<file path="config.mk">
export PLATFORM = sky130hd
export DESIGN_NAME = instr_rom_fetch_flat
export DESIGN_NICKNAME = d
export VERILOG_FILES = /design/src/rtl/instr_rom_fetch_if.sv /design/src/rtl/instr_rom_fetch.sv /design/src/flat_wrapper.sv
export SDC_FILE = /design/constraint.sdc
export NUM_CORES = 1
export LEC_CHECK = 0
export ABC_CLOCK_PERIOD_IN_PS = 1800
export CAP_MARGIN = 0
export CORE_AREA = 2 2 39 41
export DETAILED_ROUTE_END_ITERATION = 8
export DIE_AREA = 0 0 41 43
export HOLD_SLACK_MARGIN = 0.05
export PLACE_DENSITY = 0.69
export SYNTH_ARGS = -nofsm -noshare
export SYNTH_HDL_FRONTEND = slang
export SYNTH_SLANG_ARGS = --single-unit
</file>
<file path="constraint.sdc">
create_clock -name clk -period 1.8 [get_ports clk]
set_input_delay 0.36 -clock clk [delete_from_list [all_inputs] [get_ports clk]]
set_output_delay 0.36 -clock clk [all_outputs]
set_load 0.005 [all_outputs]
</file>
<file path="src/rtl/instr_rom_fetch_if.sv">
// Fetch port bundle for instr_rom_fetch.
// master = program counter side, slave = instruction store.
interface instr_rom_fetch_if #(
    parameter int unsigned ADDR_W = 4,
    parameter int unsigned DATA_W = 8
);
    logic              req_valid;
    logic              req_ready;
    logic [ADDR_W-1:0] req_addr;
    logic              rsp_valid;
    logic              rsp_ready;
    logic [DATA_W-1:0] rsp_data;
    logic              rsp_oob;

    modport master (
        output req_valid, req_addr, rsp_ready,
        input  req_ready, rsp_valid, rsp_data, rsp_oob
    );

    modport slave (
        input  req_valid, req_addr, rsp_ready,
        output req_ready, rsp_valid, rsp_data, rsp_oob
    );
endinterface

</file>
<file path="src/rtl/instr_rom_fetch.sv">
// Instruction store with a registered valid/ready fetch port, 1-cycle latency.
// Define PROG_LOAD_EN for a reloadable register array with a write port.
module instr_rom_fetch #(
    parameter int unsigned       ADDR_W       = 4,
    parameter int unsigned       DATA_W       = 8,
    parameter int unsigned       DEPTH        = 16,
    parameter logic [DATA_W-1:0] DEFAULT_WORD = '0
) (
    input  logic              clk,
    input  logic              rst_n,
`ifdef PROG_LOAD_EN
    input  logic              wr_en,
    input  logic [ADDR_W-1:0] wr_addr,
    input  logic [DATA_W-1:0] wr_data,
`endif
    instr_rom_fetch_if.slave  bus
);

    function automatic logic [DATA_W-1:0] boot_word(input int unsigned idx);
        logic [7:0] b;
        b = 8'h00;
        unique case (idx)
            0:       b = 8'h01;
            1:       b = 8'h11;
            2:       b = 8'h21;
            3:       b = 8'h31;
            4:       b = 8'hC4;
            5:       b = 8'hC8;
            6:       b = 8'hCC;
            7:       b = 8'h40;
            default: b = 8'h00;
        endcase
        if (idx < 8) return DATA_W'(b);
        return DEFAULT_WORD;
    endfunction

    logic              rsp_valid_q;
    logic [DATA_W-1:0] rsp_data_q;
    logic              rsp_oob_q;
    logic              accept;
    logic              oob_now;
    logic [DATA_W-1:0] rd_word;

    assign bus.req_ready = !rsp_valid_q | bus.rsp_ready;
    assign accept        = bus.req_valid & bus.req_ready;
    assign oob_now       = 32'(bus.req_addr) >= DEPTH;

`ifdef PROG_LOAD_EN
    localparam int unsigned IDX_W = (DEPTH > 1) ? $clog2(DEPTH) : 1;

    logic [DATA_W-1:0] mem_q [DEPTH];
    logic [IDX_W-1:0]  rd_idx;
    logic [IDX_W-1:0]  wr_idx;
    logic              wr_ok;

    assign rd_idx = bus.req_addr[IDX_W-1:0];
    assign wr_idx = wr_addr[IDX_W-1:0];
    assign wr_ok  = wr_en && (32'(wr_addr) < DEPTH);

    // The output register samples mem_q before this edge's write lands,
    // so a same-cycle write and fetch returns the old word.
    always_ff @(posedge clk or negedge rst_n) begin
        if (!rst_n) begin
            for (int i = 0; i < int'(DEPTH); i++) begin
                mem_q[i] <= boot_word(unsigned'(i));
            end
        end else if (wr_ok) begin
            mem_q[wr_idx] <= wr_data;
        end
    end

    always_comb begin
        rd_word = DEFAULT_WORD;
        if (!oob_now) rd_word = mem_q[rd_idx];
    end
`else
    always_comb begin
        rd_word = DEFAULT_WORD;
        if (!oob_now) rd_word = boot_word(32'(bus.req_addr));
    end
`endif

    always_ff @(posedge clk or negedge rst_n) begin
        if (!rst_n) begin
            rsp_valid_q <= 1'b0;
            rsp_data_q  <= DEFAULT_WORD;
            rsp_oob_q   <= 1'b0;
        end else if (accept) begin
            rsp_valid_q <= 1'b1;
            rsp_data_q  <= rd_word;
            rsp_oob_q   <= oob_now;
        end else if (bus.rsp_ready) begin
            rsp_valid_q <= 1'b0;
        end
    end

    assign bus.rsp_valid = rsp_valid_q;
    assign bus.rsp_data  = rsp_data_q;
    assign bus.rsp_oob   = rsp_oob_q;

endmodule

</file>
<file path="src/flat_wrapper.sv">
// flat-port wrapper written by rule: the top's interface ports become plain ports
module instr_rom_fetch_flat 
#(
    parameter int unsigned       ADDR_W       = 4,
    parameter int unsigned       DATA_W       = 8,
    parameter int unsigned       DEPTH        = 16,
    parameter logic [DATA_W-1:0] DEFAULT_WORD = '0
)
  (clk, rst_n, bus_req_valid, bus_req_addr, bus_rsp_ready, bus_req_ready, bus_rsp_valid, bus_rsp_data, bus_rsp_oob);
  instr_rom_fetch_if #(.ADDR_W(ADDR_W), .DATA_W(DATA_W)) bus_i ();
  input  logic clk;
  input  logic rst_n;
  input wire logic [$bits(bus_i.req_valid)-1:0] bus_req_valid;
  input wire logic [$bits(bus_i.req_addr)-1:0] bus_req_addr;
  input wire logic [$bits(bus_i.rsp_ready)-1:0] bus_rsp_ready;
  output wire logic [$bits(bus_i.req_ready)-1:0] bus_req_ready;
  output wire logic [$bits(bus_i.rsp_valid)-1:0] bus_rsp_valid;
  output wire logic [$bits(bus_i.rsp_data)-1:0] bus_rsp_data;
  output wire logic [$bits(bus_i.rsp_oob)-1:0] bus_rsp_oob;
  assign bus_i.req_valid = bus_req_valid;
  assign bus_i.req_addr = bus_req_addr;
  assign bus_i.rsp_ready = bus_rsp_ready;
  assign bus_req_ready = bus_i.req_ready;
  assign bus_rsp_valid = bus_i.rsp_valid;
  assign bus_rsp_data = bus_i.rsp_data;
  assign bus_rsp_oob = bus_i.rsp_oob;
  instr_rom_fetch #(.ADDR_W(ADDR_W), .DATA_W(DATA_W), .DEPTH(DEPTH), .DEFAULT_WORD(DEFAULT_WORD)) u_core (.clk(clk), .rst_n(rst_n), .bus(bus_i));
endmodule
</file>
Yosys cells after proc, flatten, opt, wreduce, memory -nomap -nowiden
Memory sizes are Yosys's and may differ from the RTL's. Index checks and enable logic that the tools add are counted.

Magnitude comparators: 1. Muxes and demuxes: 6. Bitwise gates (word level): 2. Reductions and logical operators: 2.

Operators with widths (count): $mux 8 (3); $lt 4x4->1 const B (1); $mux 1 (3); $reduce_bool 2->1 (1); $and 1x1->1 (1); $logic_not 1->1 (1); $or 1x1->1 (1).

Flip-flop bits (word level): 9. Memory bits (read-only): 56. Input bits: 8. Output and inout bits: 11. Word-level logic and storage cells: 14. Memories: 1.

Memories: (no name shown) (depth 8, width 7, rd ports 1, clocked after memory_dff 0, wr ports 0, RTL line instr_rom_fetch.sv:22) `unique case (idx)`.

Logic depth before layout (Yosys ltp)
Gate-level depths: netlist (run 1).

Depth after elaboration: 4. Depth in mapped cells: 4. Mapped depth without buffers: 4.

Least setup slack after synthesis (run 1)
No wires, ideal clock.

Kind: input to register. Start: input bus_req_addr[0]. End: register u_core.rsp_data_q[3], in the netlist u_core.bus.rsp_data[3]. Library setup time: 125 ps. Arrival time: 956 ps. Slack: 719 ps. Cell stages on the path: 4. Buffers on the path: 0. Path through: ha_1 -> inv_1 -> nor2_1 -> mux2_4.

Word-level cells in the longest chain between the ends: 4. Elaborated cells on any way between the ends: 6. Those cells by class: order compare: 1; mux: 4; memory: 1.

Ends and longest elaborated chain: start: declaration (RTL line flat_wrapper.sv:14) `input wire logic [$bits(bus_i.req_addr)-1:0] bus_req_addr;`; $mem_v2 8x7; $mux 8 (RTL line instr_rom_fetch.sv:22); $mux 8 (RTL line instr_rom_fetch.sv:33) `if (idx < 8) return DATA_W'(b);`; $mux 8 * (RTL line instr_rom_fetch.sv:34) `return DEFAULT_WORD;`; end signal: assignment (RTL line instr_rom_fetch.sv:90) `rsp_data_q <= rd_word;`; end: declaration (RTL line instr_rom_fetch.sv:38) `logic [DATA_W-1:0] rsp_data_q;`.

Mark *: on every way between the ends. The rest lies on a longest branch, timed or not. The select of a mux whose other input is x is not followed. A chain may end at the register's enable or synchronous reset.

Worst setup path in the final report (run 1)
Start: register u_core.rsp_valid_q, in the netlist u_core.bus.rsp_valid. End: output bus_rsp_valid.

RTL lines: start: declaration (RTL line instr_rom_fetch.sv:37) `logic rsp_valid_q;`; start signal: assignment (RTL line instr_rom_fetch.sv:85) `rsp_valid_q <= 1'b0;`; start signal: assignment (RTL line instr_rom_fetch.sv:89) `rsp_valid_q <= 1'b1;`; start signal: assignment (RTL line instr_rom_fetch.sv:93) `rsp_valid_q <= 1'b0;`; end: declaration (RTL line flat_wrapper.sv:17) `output wire logic [$bits(bus_i.rsp_valid)-1:0] bus_rsp_valid;`.

No word-level cell between the ends.

==> flow_results.org, run 1 <==
** Floorplanning
- Die height :: 43 microns
- The initial utilization of the core area, before any placement, comes to 28.6%.
- Placement row count :: 14
- Number of top-level pins :: 19
- Area of the die :: 1760 sq um
- Core outline area :: 1380 sq um
- In this run the horizontal extent of the chip is 41 microns.

** Yosys
- Synthesized instance count :: 31
- Synth cell count leaders :: sky130_fd_sc_hd__dfrtp_1 (8), sky130_fd_sc_hd__mux2_4 (4), sky130_fd_sc_hd__nor2_1 (4)
- The mapped netlist covers 395 sq um.
- Fraction of the yosys area taken by sequential cells :: 50.6%
- By instance count, the leading cell after synthesis is sky130_fd_sc_hd__dfrtp_1.
- Averaged over all synthesized cells, the footprint is 12.8 sq um.
- Dominant synthesized flop cell :: sky130_fd_sc_hd__dfrtp_1
- Number of flip-flops and latches in the synthesized netlist :: 8
- Number of distinct library cells after synthesis :: 14
- Post-synthesis cell type with the largest combined area :: sky130_fd_sc_hd__dfrtp_1
- Of all flip-flops after synthesis, the portion carrying an async set or reset was 100%.
- For this run, the number of Yosys warnings is 0.
- Share of the synthesized area in the top cell type :: 50.6%
- Dominant cells by area after synthesis :: sky130_fd_sc_hd__dfrtp_1 (51%), sky130_fd_sc_hd__mux2_4 (15%), sky130_fd_sc_hd__a21bo_2 (5.1%)
- Counting flops with a built-in enable in the synthesized netlist gives 0.

** CTS
- Clock Sink Count :: 8
- In this run the deepest clock path goes through 2 buffers.
- Cts hold-fix bufs :: 0
- Number of levels in the clock H-tree :: 1
- TritonCTS clock tree :: built
- The clock reaches the later pin of the worst-skew pair after 0.25 ns.
- The number of clock buffers added by TritonCTS is 3.
- After clock tree synthesis, the clock-pin slew on the worst setup and hold paths is 0.05 ns.
- Gates resized during post-CTS repair numbered 0.
- Setup Fix Bufs, Post-CTS :: 0
- Root cell of the clock tree :: sky130_fd_sc_hd__clkbuf_4

** STA
- Setup violations remaining at the end of the flow were counted as 0.
- Min setup slack post-route :: 0.291 ns
- After routing, the total negative slack on setup checks comes to 0 ns.
- After layout, the worst path uses 83.8% of the clock period.
- Final hold viol count :: 0
- Min Clock Period, post-route :: 1.51 ns
- Setup repair after global routing left no endpoint under its margin.
- Worst setup skew after layout :: 0.0000831 ns
- Maximum clock frequency :: 663 MHz
- Max-slew violation total from the final report :: 0

** Detailed routing
- After detailed routing, the average wire length per cell comes to 10.0 microns.
- Final wirelength :: 662 microns
- Routed Antenna Nets :: 0
- The routed layout has 281 vias.
- Via count normalized by instance count :: 4.26
- Drt drc :: 0
- The detailed router finished its first iteration with 2 violations.
- Before antenna repair, the detailed router went through 3 iterations.

** Global routing
- Wire length of the first global-routing pass :: 1.17 mm
- Remaining global-route overflow :: 0
- Maximum number of pins on one net before global-route repair :: 9
- The number of global-route vias before repair was 292.
- The initial antenna violation count was 0.
- For this run, the total global-route usage over all layers was measured as 10.7%.

** Placed design
- Once placement completed, the tool counted placed cells totaling 63.
- The congestion estimate from routability-driven global placement came to 0.726.
- Detailed placement ended at an HPWL of 515 microns.
- Worst-case setup slack after placement :: 0.00911 ns
- # port buffers :: 16

** Layout
- The multi-input combinational cells in the finished layout cover a total of 176 sq um.
- At the end of the flow, the number of nets in the layout was 61.
- In the final layout, the share of cells above drive strength 1 is 24.0%.
- Number of antenna diodes :: 0
- Syn-to-layout area delta :: 50.9%
- Sequential standard cell area :: 200 sq um
- Number of standard cells in the final layout excluding fillers :: 66
- Fill cells in the final layout number 146.

** Setup path
- The worst setup path is captured at a primary output.
- Buffers & Inverters on Critical Path :: 1
- WP data arrival :: 1.15 ns
- Of all nets on the critical path, the largest fanout is 2.
- Critical path data required time :: 1.44 ns
- CP delay by family, top :: buffers and inverters
- Path type of the worst setup path :: reg2out
- STA classifies the critical path startpoint as a flop.
- Crit path largest cell delay :: 0.51 ns
- Worst path cell trace :: clkdlybuf4s50_1
- Slowest cell on the critical path :: sky130_fd_sc_hd__clkdlybuf4s50_1

** Hold path
- Hold Crit Class :: in2async

** Power
- For this design the static power due to leakage is 0.297 nW.
- Worst vdd ir :: 411 uV
- The completed layout was analyzed and its total power is 0.446 mW.
- Cell Pwr Density :: 747 nW/um^2

** Flow run
- Max-cap violations in this run came to 0.

** Run status
- The run finished with clean final reports.
sequential cells by signal (all words and copies together) (netlist names):
signal,count
u_core.bus.rsp_data,7
u_core.bus.rsp_valid,1
path summary, 6_finish.rpt:
path / from / to / slack (ns) / cells after the start
hold reg to reg: u_core.bus.rsp_data[5]$_DFFE_PN0P_ / u_core.bus.rsp_data[5]$_DFFE_PN0P_ / 0.49 / 1
max in group asynchronous: rst_n / u_core.bus.rsp_data[5]$_DFFE_PN0P_ / 1.17 / 1
min in group clk: u_core.bus.rsp_data[5]$_DFFE_PN0P_ / u_core.bus.rsp_data[5]$_DFFE_PN0P_ / 0.49 / 1
setup reg to reg: u_core.bus.rsp_valid$_DFFE_PN0P_ / u_core.bus.rsp_data[0]$_DFFE_PN0P_ / 0.66 / 4
hold / removal: rst_n / u_core.bus.rsp_data[2]$_DFFE_PN0P_ / 0.38 / 1
setup / recovery: u_core.bus.rsp_valid$_DFFE_PN0P_ / bus_rsp_valid / 0.29 / 1
per-stage QoR:
stage	area [sq um]	utilization [%]	hold slack (ns)
3_3_place_gp	572	41.3	0.486
5_1_grt	597	43.1	0.395
6_report	597	43.1	0.378
2_1_floorplan	399	-	0.0644
4_1_cts	594	42.9	0.384
3_5_place_dp	572	41.3	0.476
cell type report:
cell class	instances	share of cell area [%]
repair buffers	17	28.5
multi-input cells	20	29.6
well taps	16	3.35
inverters	2	1.26
clock buffers	3	3.77
flip-flops and latches	8	33.5
logic make-up (layout without fill, tap and decap cells):
family	Yosys count	count (layout)	synth area share, %
compound gates	2	2	5.06
other cells	1	2	0.948
buf+inv	4	22	5.70
flops	8	8	50.6
mux	5	5	17.7
fa+ha+maj	1	1	3.16
simple gates	10	10	16.8
cell usage in the layout, fill, tap and decap left out:
cell type,synthesis,layout
sky130_fd_sc_hd__inv_1,2,2
sky130_fd_sc_hd__nand2b_1,1,1
sky130_fd_sc_hd__dfrtp_1,8,8
sky130_fd_sc_hd__clkbuf_4,0,3
sky130_fd_sc_hd__nand4_1,2,2
sky130_fd_sc_hd__nor2_1,4,4
sky130_fd_sc_hd__mux2_4,4,4
sky130_fd_sc_hd__or2b_1,1,1
sky130_fd_sc_hd__conb_1,1,2
sky130_fd_sc_hd__mux2i_1,1,1
sky130_fd_sc_hd__dlymetal6s2s_1,0,1
sky130_fd_sc_hd__ha_1,1,1
sky130_fd_sc_hd__nand2b_4,1,1
sky130_fd_sc_hd__a21bo_2,2,2
sky130_fd_sc_hd__nand2_4,1,1
sky130_fd_sc_hd__buf_4,2,1
sky130_fd_sc_hd__clkdlybuf4s50_1,0,15
layer usage:
layer | routed length, microns | track usage (%) | up-vias
li1 | - | - | 137
met1 | 269 | 11.1 | 133
met2 | 326 | 14.1 | 11
met3 | 65 | 9.42 | 0
met4 | 0 | 6.00 | 0
met5 | 0 | 0 | -
where the power goes:
part	internal, mW	switching, mW	leakage, nW
logic	0.0703	0.0331	0.180
clock network	0.0762	0.0600	0.0138
registers	0.197	0.00936	0.104
total	0.344	0.102	0.297
(Power assumes the default switching activity.)
==> run 2, diff against run 1 <==
ABC_CLOCK_PERIOD_IN_PS = 1600   (was 1800)
clock period = 1.6 ns   (was 1.8 ns; I/O delays follow)
==> flow_results.org, run 2 (synthesis gave the netlist of run 1 again) <==
** Layout
- Share of cells above drive strength 1 :: 25.5%
- The register with the most flip-flops in the layout has 7 of them.
- Sequential standard cell area :: 200 sq um
- Compared with the post-synthesis result, the final layout area differs by 51.9%.
- Counting the fill cells in the layout gives 146.
- The number of antenna diodes in the final layout is 0.
- Leaving out fill and tap cells, the most frequent cell in the layout is sky130_fd_sc_hd__clkdlybuf4s50_1.
- Footprint of the multi-input gates :: 176 sq um
- The net count of the finished layout is 62.
- Number of standard cells in the final layout excluding fillers :: 67
- In the layout the commonest cells are sky130_fd_sc_hd__clkdlybuf4s50_1 (15), sky130_fd_sc_hd__dfrtp_1 (8), sky130_fd_sc_hd__nor2_1 (4), sky130_fd_sc_hd__mux2_4 (4), sky130_fd_sc_hd__clkbuf_4 (3).

** Detailed routing
- After detailed routing, the total wire length is 663 microns.
- The routed layout has 285 vias.
- Dividing the detail-routed via count by the number of cells gives 4.25.
- Routed Antenna Nets :: 0
- The first detailed-routing pass ran for 3 iterations.
- Drt drc :: 0
- Number of design-rule violations left by the first detailed-router iteration :: 5
- Average detailed-routed wire length per instance :: 9.90 microns

** Placed design
- Sum of net half-perimeters after detailed placement :: 528 microns
- # port buffers :: 16
- The congestion estimate from routability-driven global placement came to 0.716.
- Placed Cells :: 64

** STA
- Setup repair after global routing left no endpoint under its margin.
- For the final routed database, the setup TNS stands at 0 ns.
- Final Setup Violations :: 0
- Min Clock Period, post-route :: 1.47 ns
- Max-slew violation total from the final report :: 0
- Worst setup skew after layout :: 0.00925 ns
- Static timing analysis puts the maximum clock frequency at 679 MHz.
- Final hold analysis gives a worst-case slack of 0.341 ns.
- The final hold violation count was 0.
- Dividing the final minimum period by the clock period gives 92.0%.

** CTS
- Clock Sink Count :: 8
- Clock input transition at the sequential cells of the worst setup and hold paths :: 0.06 ns
- Clock tree synthesis inserted a total of 3 buffers.
- TritonCTS clock tree :: built
- In this run the clock root is driven by a sky130_fd_sc_hd__clkbuf_4.
- For the worst-skew pair, the clock arrives at the later sink with an insertion delay of 0.25 ns.
- No sink is reached through more buffers than the 2 on the longest clock path.
- Number of levels in the clock H-tree :: 1
- Setup Fix Bufs, Post-CTS :: 0

** Setup path
- WP data arrival :: 1.15 ns
- Buffers & Inverters on Critical Path :: 1
- Maximum net fanout on the critical path :: 2
- The critical path starts at u_core.bus.rsp_valid$_DFFE_PN0P_.
- Crit path largest cell delay :: 0.52 ns
- The startpoint identified for the worst register-to-register timing path is u_core.bus.rsp_valid$_DFFE_PN0P_.
- Path type of the worst setup path :: reg2out
- For this design, the slowest cell found on the critical path is sky130_fd_sc_hd__clkdlybuf4s50_1.
- Element type at the critical path end :: primary output
- The signal on the critical path passes through clkdlybuf4s50_1.
- Critical path data required time :: 1.28 ns
- CP delay by family, top :: buffers and inverters
- Critical Path Start Type :: flop

** Global routing
- Summed over all layers, the global routing overflow is 0.
- Global-route usage over all layers :: 9.81%
- Wire length of the first global-routing pass :: 1.12 mm
- The initial antenna violation count is 0.
- Number of global-route vias before repair :: 282
- Maximum number of pins on one net before global-route repair :: 9

** Floorplanning
- From bottom edge to top edge, the die measures 43 microns.
- The floorplan step defined a die boundary enclosing 1760 sq um.
- In this run the count of I/O pins placed on the die edge is 19.
- Once the floorplan was initialized, standard cells occupied 28.6% of the core.
- Core outline area :: 1380 sq um
- Measured along the x axis, the die boundary spans 41 microns.
- Placement row count :: 14

** Power
- Pleak :: 0.296 nW
- Cell Pwr Density :: 831 nW/um^2
- Overall power :: 0.499 mW
- VDD sags by at most 270 uV.

** Flow run
- Max Cap Violations :: 0

** Run status
- The run finished with clean final reports.

** Hold path
- Hold Crit Class :: in2async
[run 2: changes by cell type in the layout (fill, tap and decap cells not counted)]
cell                             delta
sky130_fd_sc_hd__dlymetal6s2s_1     -1
sky130_fd_sc_hd__buf_4              +1
sky130_fd_sc_hd__dlygate4sd2_1      +1
[run 2: final timing paths]
path	to	slack, ns	cells after the start
max in group asynchronous	u_core.bus.rsp_data[6]$_DFFE_PN0P_	0.99	1
setup / recovery	bus_rsp_valid	0.13	1
hold reg to reg	u_core.bus.rsp_data[5]$_DFFE_PN0P_	0.50	1
min in group clk	u_core.bus.rsp_data[5]$_DFFE_PN0P_	0.50	1
setup reg to reg	u_core.bus.rsp_data[0]$_DFFE_PN0P_	0.45	4
hold / removal	u_core.bus.rsp_data[2]$_DFFE_PN0P_	0.34	1
[run 2: power by group]
part / internal, mW / switching, mW
sequential: 0.222 / 0.0104
clock: 0.0856 / 0.0644
combinational: 0.0799 / 0.0374
total: 0.387 / 0.112
[run 2: what timing repair did]
item	CTS	global route
hold buffers	0	0
resized for setup	1	0
setup endpoints to repair	1	0
[run 2: final cells by class]
cell class / instances / share of cell area [%]
multi-input combinational: 20 / 29.4
tap: 16 / 3.33
timing repair buffer: 18 / 29.0
sequential: 8 / 33.3
clock buffer: 3 / 3.75
inverter: 2 / 1.25
[run 2: layer usage]
| layer | wire [microns] | track usage (%) |
|---|---|---|
| met5 | 0 | 0 |
| met4 | 0 | 8.00 |
| met3 | 40 | 3.14 |
| met2 | 342 | 13.4 |
| met1 | 280 | 11.8 |
[run 2: stage by stage]
| stage | util [%] | setup slack (ns) | area, sq um |
|---|---|---|---|
| global placement | 41.9 | -0.0981 | 579 |
| global route | 43.4 | 0.0891 | 601 |
| floorplan | - | 0.559 | 399 |
| detailed placement | 41.9 | -0.105 | 579 |
| CTS | 43.4 | 0.112 | 601 |
| finish | 43.4 | 0.127 | 601 |
==> run 3, diff against run 2 <==
SLEW_MARGIN = 10   (was unset)
==> results of run 3 <==
The final DEF is identical to that of run 2; final timing and power are the same.
